[config.mk]
export PLATFORM = sky130hd
export DESIGN_NAME = vga_rect_filler
export DESIGN_NICKNAME = d
export VERILOG_FILES = /design/src/rtl/vga_pkg.sv /design/src/rtl/vga_raster_walker.sv /design/src/rtl/vga_rect_filler.sv
export SDC_FILE = /design/constraint.sdc
export NUM_CORES = 1
export LEC_CHECK = 0
export CAP_MARGIN = 30
export CELL_PAD_IN_SITES_DETAIL_PLACEMENT = 1
export CELL_PAD_IN_SITES_GLOBAL_PLACEMENT = 1
export CORE_MARGIN = 2
export CORE_UTILIZATION = 41
export CTS_CLUSTER_SIZE = 40
export DETAILED_ROUTE_END_ITERATION = 6
export PLACE_DENSITY_LB_ADDON = 0.1
export SLEW_MARGIN = 0
export SYNTH_ARGS = -nofsm -noshare
export SYNTH_HDL_FRONTEND = slang
export SYNTH_SLANG_ARGS = --single-unit
[constraint.sdc]
create_clock -name clock -period 5.1 [get_ports clock]
set_clock_uncertainty 0.15 [all_clocks]
set_input_delay 0.765 -clock clock [delete_from_list [all_inputs] [get_ports clock]]
set_output_delay 0.765 -clock clock [all_outputs]
set_load 0.01 [all_outputs]
[src/rtl/vga_pkg.sv]
// Shared constants for the VGA pixel generators: screen sizes, FSM encoding
// and draw-mode selectors.
package vga_pkg;

  localparam int SCREEN_W_160 = 160;
  localparam int SCREEN_H_120 = 120;
  localparam int SCREEN_W_320 = 320;
  localparam int SCREEN_H_240 = 240;

  localparam logic [1:0] ST_IDLE   = 2'd0;
  localparam logic [1:0] ST_DRAW   = 2'd1;
  localparam logic [1:0] ST_FINISH = 2'd2;

  localparam logic MODE_FILL    = 1'b0;
  localparam logic MODE_OUTLINE = 1'b1;

endpackage

[src/rtl/vga_raster_walker.sv]
// Walks rectangle offsets (i, j): columns inner, rows outer. In outline mode
// interior rows jump straight from the left edge to the right edge.
module vga_raster_walker
  import vga_pkg::*;
#(
  parameter int X_WIDTH = 8,
  parameter int Y_WIDTH = 7
) (
  input  logic               clock,
  input  logic               resetn,
  input  logic               load,
  input  logic               advance,
  input  logic               mode,
  input  logic [X_WIDTH-1:0] w,
  input  logic [Y_WIDTH-1:0] h,
  output logic [X_WIDTH-1:0] i_next,
  output logic [Y_WIDTH-1:0] j_next,
  output logic               last
);

  logic [X_WIDTH-1:0] i;
  logic [Y_WIDTH-1:0] j;
  logic               row_end;
  logic               edge_row;

  // With w == 1 the row end is also column 0, so single columns never revisit.
  always_comb begin
    row_end  = (i == w - X_WIDTH'(1));
    edge_row = (j == '0) || (j == h - Y_WIDTH'(1));
    last     = row_end && (j == h - Y_WIDTH'(1));
    i_next   = i + X_WIDTH'(1);
    j_next   = j;
    if (row_end) begin
      i_next = '0;
      j_next = j + Y_WIDTH'(1);
    end else if (mode == MODE_OUTLINE && !edge_row && i == '0) begin
      i_next = w - X_WIDTH'(1);
    end
  end

  always_ff @(posedge clock) begin
    if (!resetn) begin
      i <= '0;
      j <= '0;
    end else if (load) begin
      i <= '0;
      j <= '0;
    end else if (advance) begin
      i <= i_next;
      j <= j_next;
    end
  end

endmodule

[src/rtl/vga_rect_filler.sv]
// Rasters a filled or outlined rectangle into a plot-style pixel stream with
// screen clipping and plot_ready backpressure.
module vga_rect_filler
  import vga_pkg::*;
#(
  parameter int X_WIDTH      = 8,
  parameter int Y_WIDTH      = 7,
  parameter int COLOUR_WIDTH = 3,
  parameter int SCREEN_W     = SCREEN_W_160,
  parameter int SCREEN_H     = SCREEN_H_120
) (
  input  logic                    clock,
  input  logic                    resetn,
  input  logic                    start,
  input  logic                    mode,
  input  logic [X_WIDTH-1:0]      x0,
  input  logic [Y_WIDTH-1:0]      y0,
  input  logic [X_WIDTH-1:0]      w,
  input  logic [Y_WIDTH-1:0]      h,
  input  logic [COLOUR_WIDTH-1:0] colour_in,
  input  logic                    plot_ready,
  output logic [X_WIDTH-1:0]      x,
  output logic [Y_WIDTH-1:0]      y,
  output logic [COLOUR_WIDTH-1:0] colour,
  output logic                    plot,
  output logic                    busy,
  output logic                    done
);

  localparam logic [X_WIDTH:0] SCR_W = (X_WIDTH+1)'(SCREEN_W);
  localparam logic [Y_WIDTH:0] SCR_H = (Y_WIDTH+1)'(SCREEN_H);

  logic [1:0]         state;
  logic [X_WIDTH-1:0] x0_r;
  logic [Y_WIDTH-1:0] y0_r;
  logic [X_WIDTH-1:0] w_r;
  logic [Y_WIDTH-1:0] h_r;
  logic               mode_r;

  logic [X_WIDTH-1:0] i_next;
  logic [Y_WIDTH-1:0] j_next;
  logic               last;
  logic               load;
  logic               advance;
  logic [X_WIDTH:0]   px_next;
  logic [Y_WIDTH:0]   py_next;
  logic               first_visible;

  // A clipped position (plot low) still consumes its cycle, so it always advances.
  always_comb begin
    load          = (state == ST_IDLE) && start;
    advance       = (state == ST_DRAW) && (plot_ready || !plot);
    px_next       = {1'b0, x0_r} + {1'b0, i_next};
    py_next       = {1'b0, y0_r} + {1'b0, j_next};
    first_visible = ({1'b0, x0} < SCR_W) && ({1'b0, y0} < SCR_H);
  end

  vga_raster_walker #(
    .X_WIDTH (X_WIDTH),
    .Y_WIDTH (Y_WIDTH)
  ) u_walker (
    .clock   (clock),
    .resetn  (resetn),
    .load    (load),
    .advance (advance),
    .mode    (mode_r),
    .w       (w_r),
    .h       (h_r),
    .i_next  (i_next),
    .j_next  (j_next),
    .last    (last)
  );

  always_ff @(posedge clock) begin
    if (!resetn) begin
      state  <= ST_IDLE;
      x0_r   <= '0;
      y0_r   <= '0;
      w_r    <= '0;
      h_r    <= '0;
      mode_r <= MODE_FILL;
      x      <= '0;
      y      <= '0;
      colour <= '0;
      plot   <= 1'b0;
      busy   <= 1'b0;
      done   <= 1'b0;
    end else begin
      done <= 1'b0;
      case (state)
        ST_IDLE: begin
          if (start) begin
            x0_r   <= x0;
            y0_r   <= y0;
            w_r    <= w;
            h_r    <= h;
            mode_r <= mode;
            colour <= colour_in;
            busy   <= 1'b1;
            x      <= x0;
            y      <= y0;
            if (w == '0 || h == '0) begin
              state <= ST_FINISH;
              plot  <= 1'b0;
            end else begin
              state <= ST_DRAW;
              plot  <= first_visible;
            end
          end
        end
        ST_DRAW: begin
          if (advance) begin
            if (last) begin
              state <= ST_FINISH;
              plot  <= 1'b0;
            end else begin
              x    <= px_next[X_WIDTH-1:0];
              y    <= py_next[Y_WIDTH-1:0];
              plot <= (px_next < SCR_W) && (py_next < SCR_H);
            end
          end
        end
        ST_FINISH: begin
          done  <= 1'b1;
          busy  <= 1'b0;
          state <= ST_IDLE;
        end
        default: state <= ST_IDLE;
      endcase
    end
  end

endmodule

# Word level (Yosys, flattened, before mapping)
# Index checks and enable logic that the tools add are counted.
# Widths: inputs -> output; s select.
# word_totals
reg_bits	69
input_bits	38
out_inout_bits	21
wordCells	82
# classes
n_addsub	6
magnitude_cmp	4
n_eq_ne	8
muxes	24
bitwise	1
n_reduce_logical	25
# op_table
op	n
$mux 8	5
$mux 7	4
$logic_not 8->1	2
$pmux 8 s2	1
$logic_not 7->1	2
$pmux 7 s2	1
$add 8x8->9	1
$lt 9x8->1 const B	1
$add 7x7->8	1
$add 8x1->8 const B	1
$eq 8x8->1	1
$lt 8x7->1 const B	1
$lt 8x8->1 const B	1
$mux 2	4
$ne 2x2->1 const B	4
$sub 8x1->8 const B	1
$add 7x1->7 const B	1
$eq 7x7->1	1
$logic_and 1x1->1	7
$lt 7x7->1 const B	1
$sub 7x1->7 const B	1
$mux 1	6
$reduce_and 3->1	2
$pmux 1 s2	2
other kinds (11)	16

# Depth between registers and ports, before layout
# Gate-level depths: netlist (run 1).
# logic_depth
ltp_word	14
ltp_mapped	20
depth_no_buf	19

# Hierarchy
# Synthesis (run 1) repeated with hierarchy kept, for this count alone.
# unflattened
hier_cells	578
hier_area_um2	4518.1
# modules_own_cells
mod	n_inst	cells_each	area_per_inst_um2
vga_rect_filler	1	363	2855.2
vga_raster_walker	1	215	1662.8

# Least setup slack after synthesis (run 1)
# Ideal clock, no wire load.
# synth_path
path_type	register to register
startpoint	reg h_r[0]
endpoint	reg plot
setup_ns	0.101
arrival_time_ns	3.831
setup_slack_ns	1.018
path_stages_with_launch	19
n_path_buf	1
synth_period_minus_slack_ns	4.082
path_cell_list	dfxtp_1 > inv_1 > ha_1 > nand2b_1 > o211ai_1 > a31oi_1 > or4_1 > and3_1 > clkbuf_1 > mux2i_1 > or2_2 > fa_1 > nand2b_1 > a21oi_1 > nor3_1 > mux2_2 > o221ai_1 > a21oi_1 > o41ai_1
# synth_between
elab_chain_cells	14
# synth_rtl
item	line	rtl
from (decl)	vga_rect_filler.sv:37	logic [Y_WIDTH-1:0] h_r;
from (signal assigned)	vga_rect_filler.sv:96	h_r <= h;
$sub 7x1->7 *	vga_raster_walker.sv:29, vga_raster_walker.sv:30	
$eq 7x7->1 *	vga_raster_walker.sv:29, vga_raster_walker.sv:30	
$logic_or 1x1->1	vga_raster_walker.sv:29	edge_row = (j == '0) || (j == h - Y_WIDTH'(1));
$logic_not 1->1	vga_raster_walker.sv:36	end else if (mode == MODE_OUTLINE && !edge_row && i == '0) begin
$logic_and 1x1->1 (2 in series)	vga_raster_walker.sv:36	
$mux 8	vga_raster_walker.sv:36	
$mux 8	vga_raster_walker.sv:33	if (row_end) begin
$add 8x8->9	vga_rect_filler.sv:53	px_next = {1'b0, x0_r} + {1'b0, i_next};
$lt 9x8->1	vga_rect_filler.sv:119	plot <= (px_next < SCR_W) && (py_next < SCR_H);
$logic_and 1x1->1	vga_rect_filler.sv:119	
$mux 1 *	vga_rect_filler.sv:113	if (last) begin
$mux 1 *	vga_rect_filler.sv:112	if (advance) begin
$pmux 1 s2 *	vga_rect_filler.sv:90	case (state)
to (signal assigned)	vga_rect_filler.sv:107	plot <= first_visible;
to (signal assigned)	vga_rect_filler.sv:119	
to (decl)	vga_rect_filler.sv:25	output logic plot,
# Mark *: on every way between the ends. The rest lies on a longest branch, timed or not. The select of a mux whose other input is x is not followed.
# A chain may end at the register's enable or synchronous reset.

# Final worst setup path (run 1)
# Same ends and word-level chain as after synthesis.

==> summary.log, run 1 <==
qor: run_status.run_status complete, no violations
qor: clock_network.cts.clk_slew.worst_paths 0.06 ns
qor: synth.ys_ff_latch 69
qor: global_route.grt_use_total 23.3%
qor: critical_path.worst_setup_path_end_kind register
qor: critical_path.worst-setup-path-type register to register
qor: floorplan.initial_utilization 42.2%
qor: route.detail_route.wirelength 13600 um
qor: route.antenna_left 0
qor: clock_network.tritoncts built
qor: critical_path.worst_r2r_path_cells 17
qor: synth.postSynthNetCount 662
qor: final_layout.finish.cell_count_without_fillers 779
qor: synth.ys_async_rst_share 0%
qor: route.detail_route.first_pass.iterations 4
qor: clock_network.worst_skew_pair.late_latency 0.34 ns
qor: clock_network.clk_root_buffer_cell clkbuf_16
qor: route.vias_per_cell 5.56
qor: hold_path.min-delay-path-class register to register
qor: global_route.grt-ovfl-total 0
qor: placed_design.port_buffers 58
qor: timing.worst_slew_margin_rel 46.5%
qor: timing.timing.fmax 0.215 GHz
qor: power.power_density 261 mW/mm^2
qor: global_route.number_of_antenna_violations_at_the_first_check_in_global_routing 0
qor: final_layout.post_route_cells_drive_above_1_share 5.16%
qor: route.routedWlPerCell 17.5 um
qor: placed_design.place.detailed.instances 764
qor: final_layout.area_growth_syn_to_layout 18.9%
qor: clock_network.cts_hold_buf 0
qor: synth.yosysMostFrequentCell nand2_1
qor: synth.synth-seq-area-share 29.9%
qor: clock_network.cts.path.max_buffers 2
qor: timing.final-setup-viol-count 0
qor: floorplan.core_region_area 0.0109 sq mm
qor: synth.synth-edff-count 0
qor: critical_path.crit_chain inv_1 -> ha_1 -> nand2b_1 -> o211ai_1 -> a31oi_1 -> or4_1 -> and3_1 -> mux2i_1 -> or2_2 -> fa_1 -> nand2b_1 -> a21oi_1 -> nor3_1 -> mux2_2 -> o221ai_1 -> a21oi_1 -> o41ai_1
qor: route.vias 4330
qor: synth.synth_common_cells nand2_1 (150), dfxtp_1 (69), a21boi_0 (34), clkbuf_1 (32), nor2_1 (28)
qor: floorplan.dieArea 0.0121 sq mm
qor: critical_path.cp_data_arrival_time 4.72 ns
qor: clock_network.buffers_inserted_during_post_cts_setup_optimization 0
qor: power.highest_ir_drop_seen_on_vdd 0.000237 V
qor: global_route.maximum_number_of_pins_on_one_net_before_global_route_repair 53
qor: critical_path.critical_path.max_fanout 12
qor: placed_design.placedInstanceArea 0.00523 sq mm
qor: placed_design.routabilityCongestion 0.845
qor: synth.synth_top_area_cell dfxtp_1
qor: timing.setup_total_negative_slack 0 ns
qor: global_route.wire_length_of_the_first_global_routing_pass 21700 um
qor: clock_network.cts_made_buffers 9
qor: timing.grt_setup_unrepaired no
qor: synth.synthDistinctLibCells 60
qor: synth.area_share_of_the_largest_cell_type_after_synthesis 29.9%
qor: final_layout.n_fill_cell 1394
qor: final_layout.num_antenna_cells 0
qor: clock_network.post_cts_resize_count 0
qor: timing.post-route-period-util 91.0%
qor: floorplan.floorplan.die.height 110 um
qor: critical_path.cp_slowest_stage_delay 0.57 ns
qor: timing.hold_viol 0
qor: timing.timing_worst_slew_pin_value 0.792 ns
qor: final_layout.stdcell_area 0.00549 sq mm
qor: synth.synthFlopType dfxtp_1
qor: clock_network.htree_num_levels 3
qor: critical_path.critical_path_required 5.18 ns
qor: timing.slew_violations 0
qor: power.static-leakage-power 2.11 nW
qor: critical_path.cpMaxStageDelayCell or4_1
qor: synth.postSynthAreaPerCell 7.69 sq um
qor: synth.syn-instance-count 601
qor: final_layout.nets 696
qor: route.drcViolationCount 0
qor: placed_design.dp_hpwl 10200 um
qor: timing.layout_min_cycle_time 4.64 ns
qor: job.drv_cap 0
qor: floorplan.io_pins 59
qor: floorplan.num_rows 38
qor: final_layout.postLayoutCoreUtil 50.2%
qor: synth.synth.top_cells.by_area dfxtp_1 (30%), nand2_1 (12%), ha_1 (5.7%)
qor: critical_path.crit_path_start_kind register
qor: floorplan.chipWidth 110 um
qor: global_route.first_global_vias 4435
qor: synth.mappedNetlistArea 0.00462 sq mm
qor: hold_path.holdPathStages 2
qor: synth.yosys_warnings 0
qor: route.drt_iter0_markers 177
qor: clock_network.clkSinkCount 69
## cells in the final DEF (no fill, tap or decap), drive strengths merged, types with 3 or more instances in the layout
cell	instances
buf	6
dfxtp	69
and3	5
o21ai	19
nor2b	8
nor4	9
or3	3
o221ai	5
o41ai	4
inv	26
or2	3
ha	21
nand3	13
nand2	150
clkdlybuf4s50	57
nand4	8
and2	3
nor3b	4
a211oi	4
xor2	15
a21oi	17
o211ai	7
nor3	14
clkbuf	13
a31oi	5
a21boi	34
xnor2	20
nand2b	7
or4	4
nand3b	3
mux2i	24
nor2	30
## area by class of cell
type,count,area (sq um),area share (%)
multi-input combinational,466,2960,54.0
sequential,69,1380,25.2
timing repair buffer,63,613,11.2
clock inverter,2,10.0,0.182
tap,140,175,3.19
clock buffer,13,250,4.56
inverter,26,97.6,1.78
## logic make-up (layout without fill, tap and decap cells)
family                     count (synthesis)  count (layout)  share of synthesized area, %
AOI/OAI and AO/OA                        111             111                          17.1
and+or+nand+nor                          269             269                          27.2
DFF                                       69              69                          29.9
buffers and inverters                     66             104                          5.96
adders and majority gates                 23              23                          6.55
muxes                                     26              26                          5.69
xor gates and xnor gates                  37              37                          7.61
## power breakdown
part	total (mW)	switching [mW]	internal, mW
Clock	0.572	0.234	0.338
Combinational	0.270	0.145	0.124
Sequential	0.594	0.0257	0.568
Total	1.44	0.405	1.03
## state kept, by name, summed over array words and instances, names as in the netlist, 2 cells and up
register    flops
colour          3
h_r             7
state           2
u_walker.i      8
u_walker.j      7
w_r             8
x               8
x0_r            8
y               7
y0_r            7
## path summary, 6_finish.rpt
check         start  endpoint  slack (ns)
max          h_r[0]      plot        0.46
min            x[3]      x[3]        0.31
max reg2reg  h_r[0]      plot        0.46
min reg2reg    x[3]      x[3]        0.31
## routing by layer
metal  share of wire [%]  vias to the layer above  track usage [%]
met1                  45                     2116             27.9
met5                   0                        -                0
met2                  50                       65             41.2
met3                 3.1                       23             6.11
li1                    -                     2126                -
met4                 1.9                        0             6.52
## worst max-delay path: cells and delay by family, from the launching register on
kind	cells	cell delay [ns]
buffers and inverters	1	0.08
muxes	2	0.50
adders and majority gates	2	0.66
AOI/OAI and AO/OA	6	1.05
and+or+nand+nor	6	1.72
DFF	1	0.38
## metrics by stage
step                      worst slack [ns]  hold WS [ns]  power, mW
final                                0.459         0.311       1.44
after floorplan                       1.02         0.294      0.766
after detailed placement             0.451         0.306      0.875
after global placement               0.715         0.297      0.864
after CTS                            0.427         0.315       1.45
after global routing                 0.138         0.337       1.50
Power figures use the tool's default switching activity.
==> run 2, diff against run 1 <==
--- a/config.mk
+++ b/config.mk
@@ -5,14 +5,13 @@
 export SDC_FILE = /design/constraint.sdc
 export NUM_CORES = 1
 export LEC_CHECK = 0
-export CAP_MARGIN = 30
 export CELL_PAD_IN_SITES_DETAIL_PLACEMENT = 1
 export CELL_PAD_IN_SITES_GLOBAL_PLACEMENT = 1
 export CORE_MARGIN = 2
 export CORE_UTILIZATION = 41
 export CTS_CLUSTER_SIZE = 40
 export DETAILED_ROUTE_END_ITERATION = 6
-export PLACE_DENSITY_LB_ADDON = 0.1
+export PLACE_DENSITY = 0.8
 export SLEW_MARGIN = 0
 export SYNTH_ARGS = -nofsm -noshare
 export SYNTH_HDL_FRONTEND = slang
==> constraint.sdc (replaced) <==
create_clock -name clock -period 5.1 [get_ports clock]
set_clock_uncertainty 0.15 [all_clocks]
set_input_delay 1.02 -clock clock [delete_from_list [all_inputs] [get_ports clock]]
set_output_delay 1.02 -clock clock [all_outputs]
set_load 0.01 [all_outputs]
==> run 2 against run 1 <==
Against the previous run:
- sequential power is essentially flat
- critical path depth is the same
- non-clock buffer count is the same
- highest routed layer unchanged
==> summary.log, run 2 (synthesis results as in run 1) <==
qor: placed_design.port_buffers 58
qor: timing.timing_worst_slew_pin_value 0.785 ns
qor: placed_design.place.detailed.instances 764
qor: power.static-leakage-power 2.12 nW
qor: global_route.number_of_antenna_violations_at_the_first_check_in_global_routing 0
qor: floorplan.num_rows 38
qor: power.power_report.internal_total 1.06 mW
qor: power.post-layout-total-power 1.47 mW
qor: route.detail_route.first_pass.iterations 5
qor: timing.setup_total_negative_slack 0 ns
qor: floorplan.dieArea 0.0121 sq mm
qor: power.power_switching 0.409 mW
qor: power.combinationalPowerShare 18.4%
qor: global_route.grt_use_total 23.2%
qor: timing.worst_slew_margin_rel 47.7%
qor: global_route.wire_length_of_the_first_global_routing_pass 21900 um
qor: clock_network.cts.path.max_buffers 2
qor: timing.final-setup-viol-count 0
qor: clock_network.worst_skew_pair.late_latency 0.34 ns
qor: clock_network.clkSinkCount 69
qor: clock_network.post_cts_resize_count 0
qor: hold_path.min-delay-path-class register to register
qor: power.seq_power_share 40.5%
qor: route.detail_route.wirelength 13500 um
qor: global_route.maximum_number_of_pins_on_one_net_before_global_route_repair 72
qor: floorplan.core_region_area 0.0109 sq mm
qor: timing.layout_min_cycle_time 4.59 ns
qor: route.vias_per_cell 5.50
qor: critical_path.minimum_setup_slack_among_reg_to_reg_paths 0.51 ns
qor: final_layout.postLayoutCoreUtil 50.4%
qor: floorplan.io_pins 59
qor: route.routedWlPerCell 17.4 um
qor: placed_design.dp_slack 0.535 ns
qor: clock_network.cts.clk_slew.worst_paths 0.06 ns
qor: final_layout.area_growth_syn_to_layout 19.3%
qor: power.power.clock.fraction 41.2%
qor: timing.hold_viol 0
qor: floorplan.initial_utilization 42.2%
qor: floorplan.floorplan.die.height 110 um
qor: final_layout.layout.cells.most_common nand2_1
qor: route.drcViolationCount 0
qor: clock_network.tritoncts built
qor: power.power_switching_share 27.9%
qor: clock_network.htree_num_levels 3
qor: final_layout.finish.cell_count_without_fillers 779
qor: critical_path.cp_data_arrival_time 4.68 ns
qor: route.vias 4286
qor: critical_path.critical_path_required 5.19 ns
qor: critical_path.critical_path.max_fanout 12
qor: final_layout.stdcell_area 0.00551 sq mm
qor: job.drv_cap 0
qor: final_layout.num_antenna_cells 0
qor: placed_design.routabilityCongestion 0.912
qor: power.power_density 266 mW/mm^2
qor: clock_network.buffers_inserted_during_post_cts_setup_optimization 0
qor: global_route.first_global_vias 4493
qor: placed_design.placedInstanceArea 0.00523 sq mm
qor: run_status.run_status complete, no violations
qor: clock_network.clk_root_buffer_cell clkbuf_16
qor: timing.grt_setup_unrepaired no
qor: final_layout.nets 696
qor: timing.slew_violations 0
qor: final_layout.post_route_cells_drive_above_1_share 5.32%
qor: timing.fin_ws 0.505 ns
qor: final_layout.commonest_cells_after_routing_fill_and_taps_aside nand2_1 (150), dfxtp_1 (69), clkdlybuf4s50_1 (57)
qor: clock_network.cts_made_buffers 9
qor: placed_design.dp_hpwl 9930 um
qor: route.drt_iter0_markers 152
qor: floorplan.chipWidth 110 um
qor: timing.post-route-period-util 90.1%
qor: timing.timing.fmax 0.218 GHz
qor: critical_path.worst-setup-path-type register to register
qor: critical_path.worst_setup_path_end_kind register
qor: power.highest_ir_drop_seen_on_vdd 0.000142 V
qor: timing.hold_slack 0.311 ns
qor: global_route.grt-ovfl-total 0
qor: clock_network.cts_hold_buf 0
qor: critical_path.crit_path_start_kind register
qor: route.antenna_left 0
run 2: final timing paths:
kind / endpoint / from / cells past startpoint
worst max-delay path: plot / h_r[0] / 17
worst min-delay path: x[2] / x[2] / 2
worst max register to register: plot / h_r[0] / 17
worst min register to register: x[2] / x[2] / 2
run 2: layout make-up:
type,count,area (sq um)
multi-input combinational,466,2960
tap,140,175
inverter,26,97.6
fill,1368,5430
clock buffer,14,274
sequential,69,1380
timing repair buffer,63,613
clock inverter,1,5.00
run 2: critical path: stages (launching register included):
cell      delay (ns)
dfxtp_1         0.40
inv_1           0.09
ha_1            0.24
nand2b_1        0.17
o211ai_1        0.10
a31oi_1         0.10
or4_1           0.56
and3_1          0.38
mux2i_1         0.22
or2_2           0.33
fa_1            0.43
nand2b_1        0.17
a21oi_1         0.23
nor3_1          0.09
mux2_2          0.27
o221ai_1        0.17
a21oi_1         0.07
o41ai_1         0.31
run 2: power groups by stage:
stage / sequential (mW) / clock (mW) / combinational, mW
global route: 0.597 / 0.634 / 0.297
detailed placement: 0.605 / 0 / 0.268
CTS: 0.594 / 0.620 / 0.271
global placement: 0.603 / 0 / 0.259
finish: 0.594 / 0.604 / 0.269
floorplan: 0.601 / 0 / 0.165
run 2: per-layer routing:
| metal | global-route usage (%) | vias to the layer above | wire length, um |
|---|---|---|---|
| met4 | 8.66 | 0 | 238 |
| li1 | - | 2126 | - |
| met3 | 3.47 | 20 | 317 |
| met1 | 30.2 | 2079 | 6350 |
| met5 | 0 | - | 0 |
| met2 | 38.9 | 61 | 6610 |
==> run 3, diff against run 2 <==
--- a/config.mk
+++ b/config.mk
@@ -7,12 +7,15 @@
 export LEC_CHECK = 0
 export CELL_PAD_IN_SITES_DETAIL_PLACEMENT = 1
 export CELL_PAD_IN_SITES_GLOBAL_PLACEMENT = 1
+export CORE_ASPECT_RATIO = 0.5
 export CORE_MARGIN = 2
 export CORE_UTILIZATION = 41
 export CTS_CLUSTER_SIZE = 40
 export DETAILED_ROUTE_END_ITERATION = 6
+export GPL_TIMING_DRIVEN = 0
 export PLACE_DENSITY = 0.8
 export SLEW_MARGIN = 0
 export SYNTH_ARGS = -nofsm -noshare
 export SYNTH_HDL_FRONTEND = slang
+export SYNTH_HIERARCHICAL = 1
 export SYNTH_SLANG_ARGS = --single-unit
==> run 3 against run 2 <==
Against the previous run:
- sequential cell count unchanged
- worst setup slack got worse by 0.23 ns
- wire length increased by 11%
- non-clock buffer count increased by 33
- synthesized cell count decreased by 3.8%
- register-to-register slack got worse by 0.23 ns
- global-route usage increased by 2.6 points
- clock power increased by 5.3%
- combinational power increased by 7%
- cell area increased by 1.2%
- hold slack got worse by 0.0071 ns
- sequential power about the same
- critical endpoint unchanged
- largest power group unchanged
==> summary.log, run 3 <==
qor: clock_network.cts.path.max_buffers 2
qor: timing.layout_min_cycle_time 4.83 ns
qor: floorplan.num_rows 27
qor: route.vias 4513
qor: placed_design.routabilityCongestion 0.859
qor: synth.synth_compound_area_share 23.2%
qor: global_route.grt-ovfl-total 0
qor: placed_design.dp_slack 0.228 ns
qor: placed_design.port_buffers 58
qor: route.drcViolationCount 0
qor: power.highest_ir_drop_seen_on_vdd 0.000157 V
qor: final_layout.area_growth_syn_to_layout 23.4%
qor: synth.synth-seq-area-share 30.6%
qor: power.combinationalPowerShare 18.9%
qor: final_layout.stdcell_area 0.00558 sq mm
qor: critical_path.cp_slowest_stage_delay 0.43 ns
qor: critical_path.minimum_setup_slack_among_reg_to_reg_paths 0.27 ns
qor: global_route.first_global_vias 4558
qor: final_layout.finish.cell_count_without_fillers 795
qor: synth.synthFlopType dfxtp_1
qor: global_route.wire_length_of_the_first_global_routing_pass 24000 um
qor: synth.postSynthAreaPerCell 7.82 sq um
qor: synth.mux_cell_area_share_after_synthesis 1.55%
qor: floorplan.floorplan.die.height 78.2 um
qor: critical_path.critical_path.max_fanout 10
qor: placed_design.placedInstanceArea 0.00528 sq mm
qor: synth.post_synth_fa_ha_maj_area_fraction 6.70%
qor: power.seq_power_share 39.2%
qor: power.post-layout-total-power 1.52 mW
qor: synth.yosysMostFrequentCell nand2_1
qor: global_route.grt_use_total 25.8%
qor: synth.ys_async_rst_share 0%
qor: global_route.maximum_number_of_pins_on_one_net_before_global_route_repair 13
qor: synth.synth_simple_gate_area_share 24.0%
qor: final_layout.post_route_cells_drive_above_1_share 6.15%
qor: critical_path.worst_r2r_path_cells 15
qor: floorplan.core_region_area 0.0109 sq mm
qor: critical_path.crit_chain inv_1 -> ha_1 -> nor3b_2 -> xnor3_1 -> a2111oi_2 -> and4_1 -> clkbuf_4 -> xnor2_1 -> ha_1 -> fa_1 -> a211o_1 -> and4_4 -> a2111oi_2 -> o2111ai_1 -> a22oi_1
qor: synth.synth-edff-count 0
qor: timing.hold_viol 0
qor: route.antenna_left 0
qor: floorplan.chipWidth 152 um
qor: power.power.clock.fraction 41.9%
qor: synth.yosys_warnings 6
qor: clock_network.cts_made_buffers 9
qor: power.power_density 273 mW/mm^2
qor: route.routedWlPerCell 18.9 um
qor: synth.ys_ff_latch 69
qor: timing.grt_setup_unrepaired no
qor: clock_network.clk_root_buffer_cell clkbuf_16
qor: placed_design.dp_hpwl 11200 um
qor: route.detail_route.wirelength 15000 um
qor: synth.synth.top_cells.by_area dfxtp_1 (31%), nand2_1 (7.9%), a21oi_1 (6.3%)
qor: power.power_switching_share 29.1%
qor: clock_network.clkSinkCount 69
qor: floorplan.initial_utilization 41.5%
qor: clock_network.tritoncts built
qor: floorplan.dieArea 0.0119 sq mm
qor: final_layout.commonest_cells_after_routing_fill_and_taps_aside nand2_1 (95), dfxtp_1 (69), clkdlybuf4s50_1 (58)
qor: timing.worst_slew_margin_rel 59.6%
qor: floorplan.io_pins 59
qor: critical_path.crit_path_start_kind register
qor: synth.synth_common_cells nand2_1 (95), dfxtp_1 (69), a21oi_1 (57), nor2_1 (32), clkbuf_1 (30)
qor: job.drv_cap 0
qor: clock_network.htree_num_levels 3
qor: final_layout.layout.cells.most_common nand2_1
qor: synth.synth_top_area_cell dfxtp_1
qor: synth.area_share_of_the_largest_cell_type_after_synthesis 30.6%
qor: route.drt_iter0_markers 230
qor: timing.slew_violations 0
qor: clock_network.worst_skew_pair.late_latency 0.35 ns
qor: critical_path.worst_setup_path_end_kind register
qor: timing.fin_ws 0.273 ns
qor: critical_path.worst-setup-path-type register to register
qor: final_layout.num_antenna_cells 0
qor: critical_path.cpMaxStageDelayCell and4_1
qor: timing.post-route-period-util 94.7%
qor: route.vias_per_cell 5.68
qor: synth.postSynthNetCount 639
qor: timing.final-setup-viol-count 0
qor: power.static-leakage-power 2.17 nW
qor: synth.synth_top_family_by_area simple AND/OR/NAND/NOR gates
qor: run_status.run_status complete, no violations
qor: critical_path.critical_path_required 5.21 ns
qor: synth.mappedNetlistArea 0.00452 sq mm
qor: timing.timing_worst_slew_pin_value 0.607 ns
qor: route.detail_route.first_pass.iterations 4
qor: hold_path.min-delay-path-class register to register
qor: critical_path.cp_data_arrival_time 4.94 ns
qor: power.power_switching 0.442 mW
qor: synth.synthDistinctLibCells 73
qor: timing.setup_total_negative_slack 0 ns
qor: timing.timing.fmax 0.207 GHz
qor: power.power_report.internal_total 1.08 mW
qor: hold_path.holdPathStages 2
qor: global_route.number_of_antenna_violations_at_the_first_check_in_global_routing 1
qor: clock_network.buffers_inserted_during_post_cts_setup_optimization 0
qor: synth.syn-instance-count 578
qor: clock_network.cts.clk_slew.worst_paths 0.06 ns
qor: synth.synth_xor_area_share 8.34%
qor: placed_design.place.detailed.instances 781
qor: final_layout.nets 707
[run 3: changes by cell type in the layout (fill, tap and decap cells not counted), sizes merged, moves of 5 or more]
| cell | change |
|---|---|
| mux2i | -17 |
| a21o | +5 |
| nand3 | +16 |
| a21boi | -34 |
| a21oi | +40 |
| o31ai | +5 |
| o221ai | -5 |
| clkbuf | +25 |
| a311oi | +5 |
| nand2 | -55 |
| xor2 | -5 |
| nor3 | -7 |
[run 3: worst paths after layout]
| check | startpoint | endpoint |
|---|---|---|
| max | w_r[0] | plot |
| min | colour[2] | colour[2] |
| max reg2reg | w_r[0] | plot |
| min reg2reg | colour[2] | colour[2] |
[run 3: power by group through the flow]
stage	Clock, mW	Sequential (mW)	Combinational [mW]
after floorplan	0	0.609	0.160
after global placement	0	0.606	0.279
after detailed placement	0	0.608	0.283
after CTS	0.641	0.596	0.287
after global routing	0.665	0.600	0.316
final	0.636	0.596	0.287
[run 3: logic make-up (layout without fill, tap and decap cells)]
| logic type | Yosys count | in the layout |
|---|---|---|
| adder cells (fa/ha/maj) | 23 | 23 |
| buffers and inverters | 65 | 137 |
| multiplexers | 7 | 7 |
| flip-flops | 69 | 69 |
| XOR/XNOR | 35 | 35 |
| AND/OR/NAND/NOR | 223 | 223 |
| AO/OA/AOI/OAI | 156 | 156 |
[run 3: area by class of cell]
class                      instances  area (sq um)
inverter                          26          97.6
timing repair buffer              58           581
clock inverter                     6          63.8
tap                              145           181
buffer                            38           154
sequential                        69          1380
multi-input combinational        444          2890
clock buffer                       9           225
fill                            1365          5300
[run 3: what timing repair did]
item,CTS,global route
resized for setup,0,3
endpoints found under the setup margin,0,2
hold buffers,0,0
[run 3: per-stage QoR]
| stage | utilization, % | hold slack, ns |
|---|---|---|
| global route | 51.3 | 0.315 |
| floorplan | - | 0.286 |
| detailed placement | 48.5 | 0.296 |
| finish | 51.3 | 0.304 |
| global placement | 48.5 | 0.292 |
| CTS | 51.2 | 0.304 |
[run 3: routing by layer]
layer | vias up | routed length, um | GRT usage, %
met5 | - | 0 | 0
met4 | 0 | 154 | 5.09
met3 | 14 | 791 | 7.18
met2 | 82 | 6790 | 42.1
met1 | 2212 | 7300 | 34.7
li1 | 2205 | - | -
[run 3: worst max-delay path, delay by kind of cell, from the launching register on]
| kind | cells | cell delay (ns) |
|---|---|---|
| compound gates | 5 | 1.54 |
| simple gates | 3 | 0.93 |
| fa+ha+maj | 3 | 0.90 |
| xor+xnor | 2 | 0.45 |
| flops | 1 | 0.39 |
| buf+inv | 2 | 0.37 |
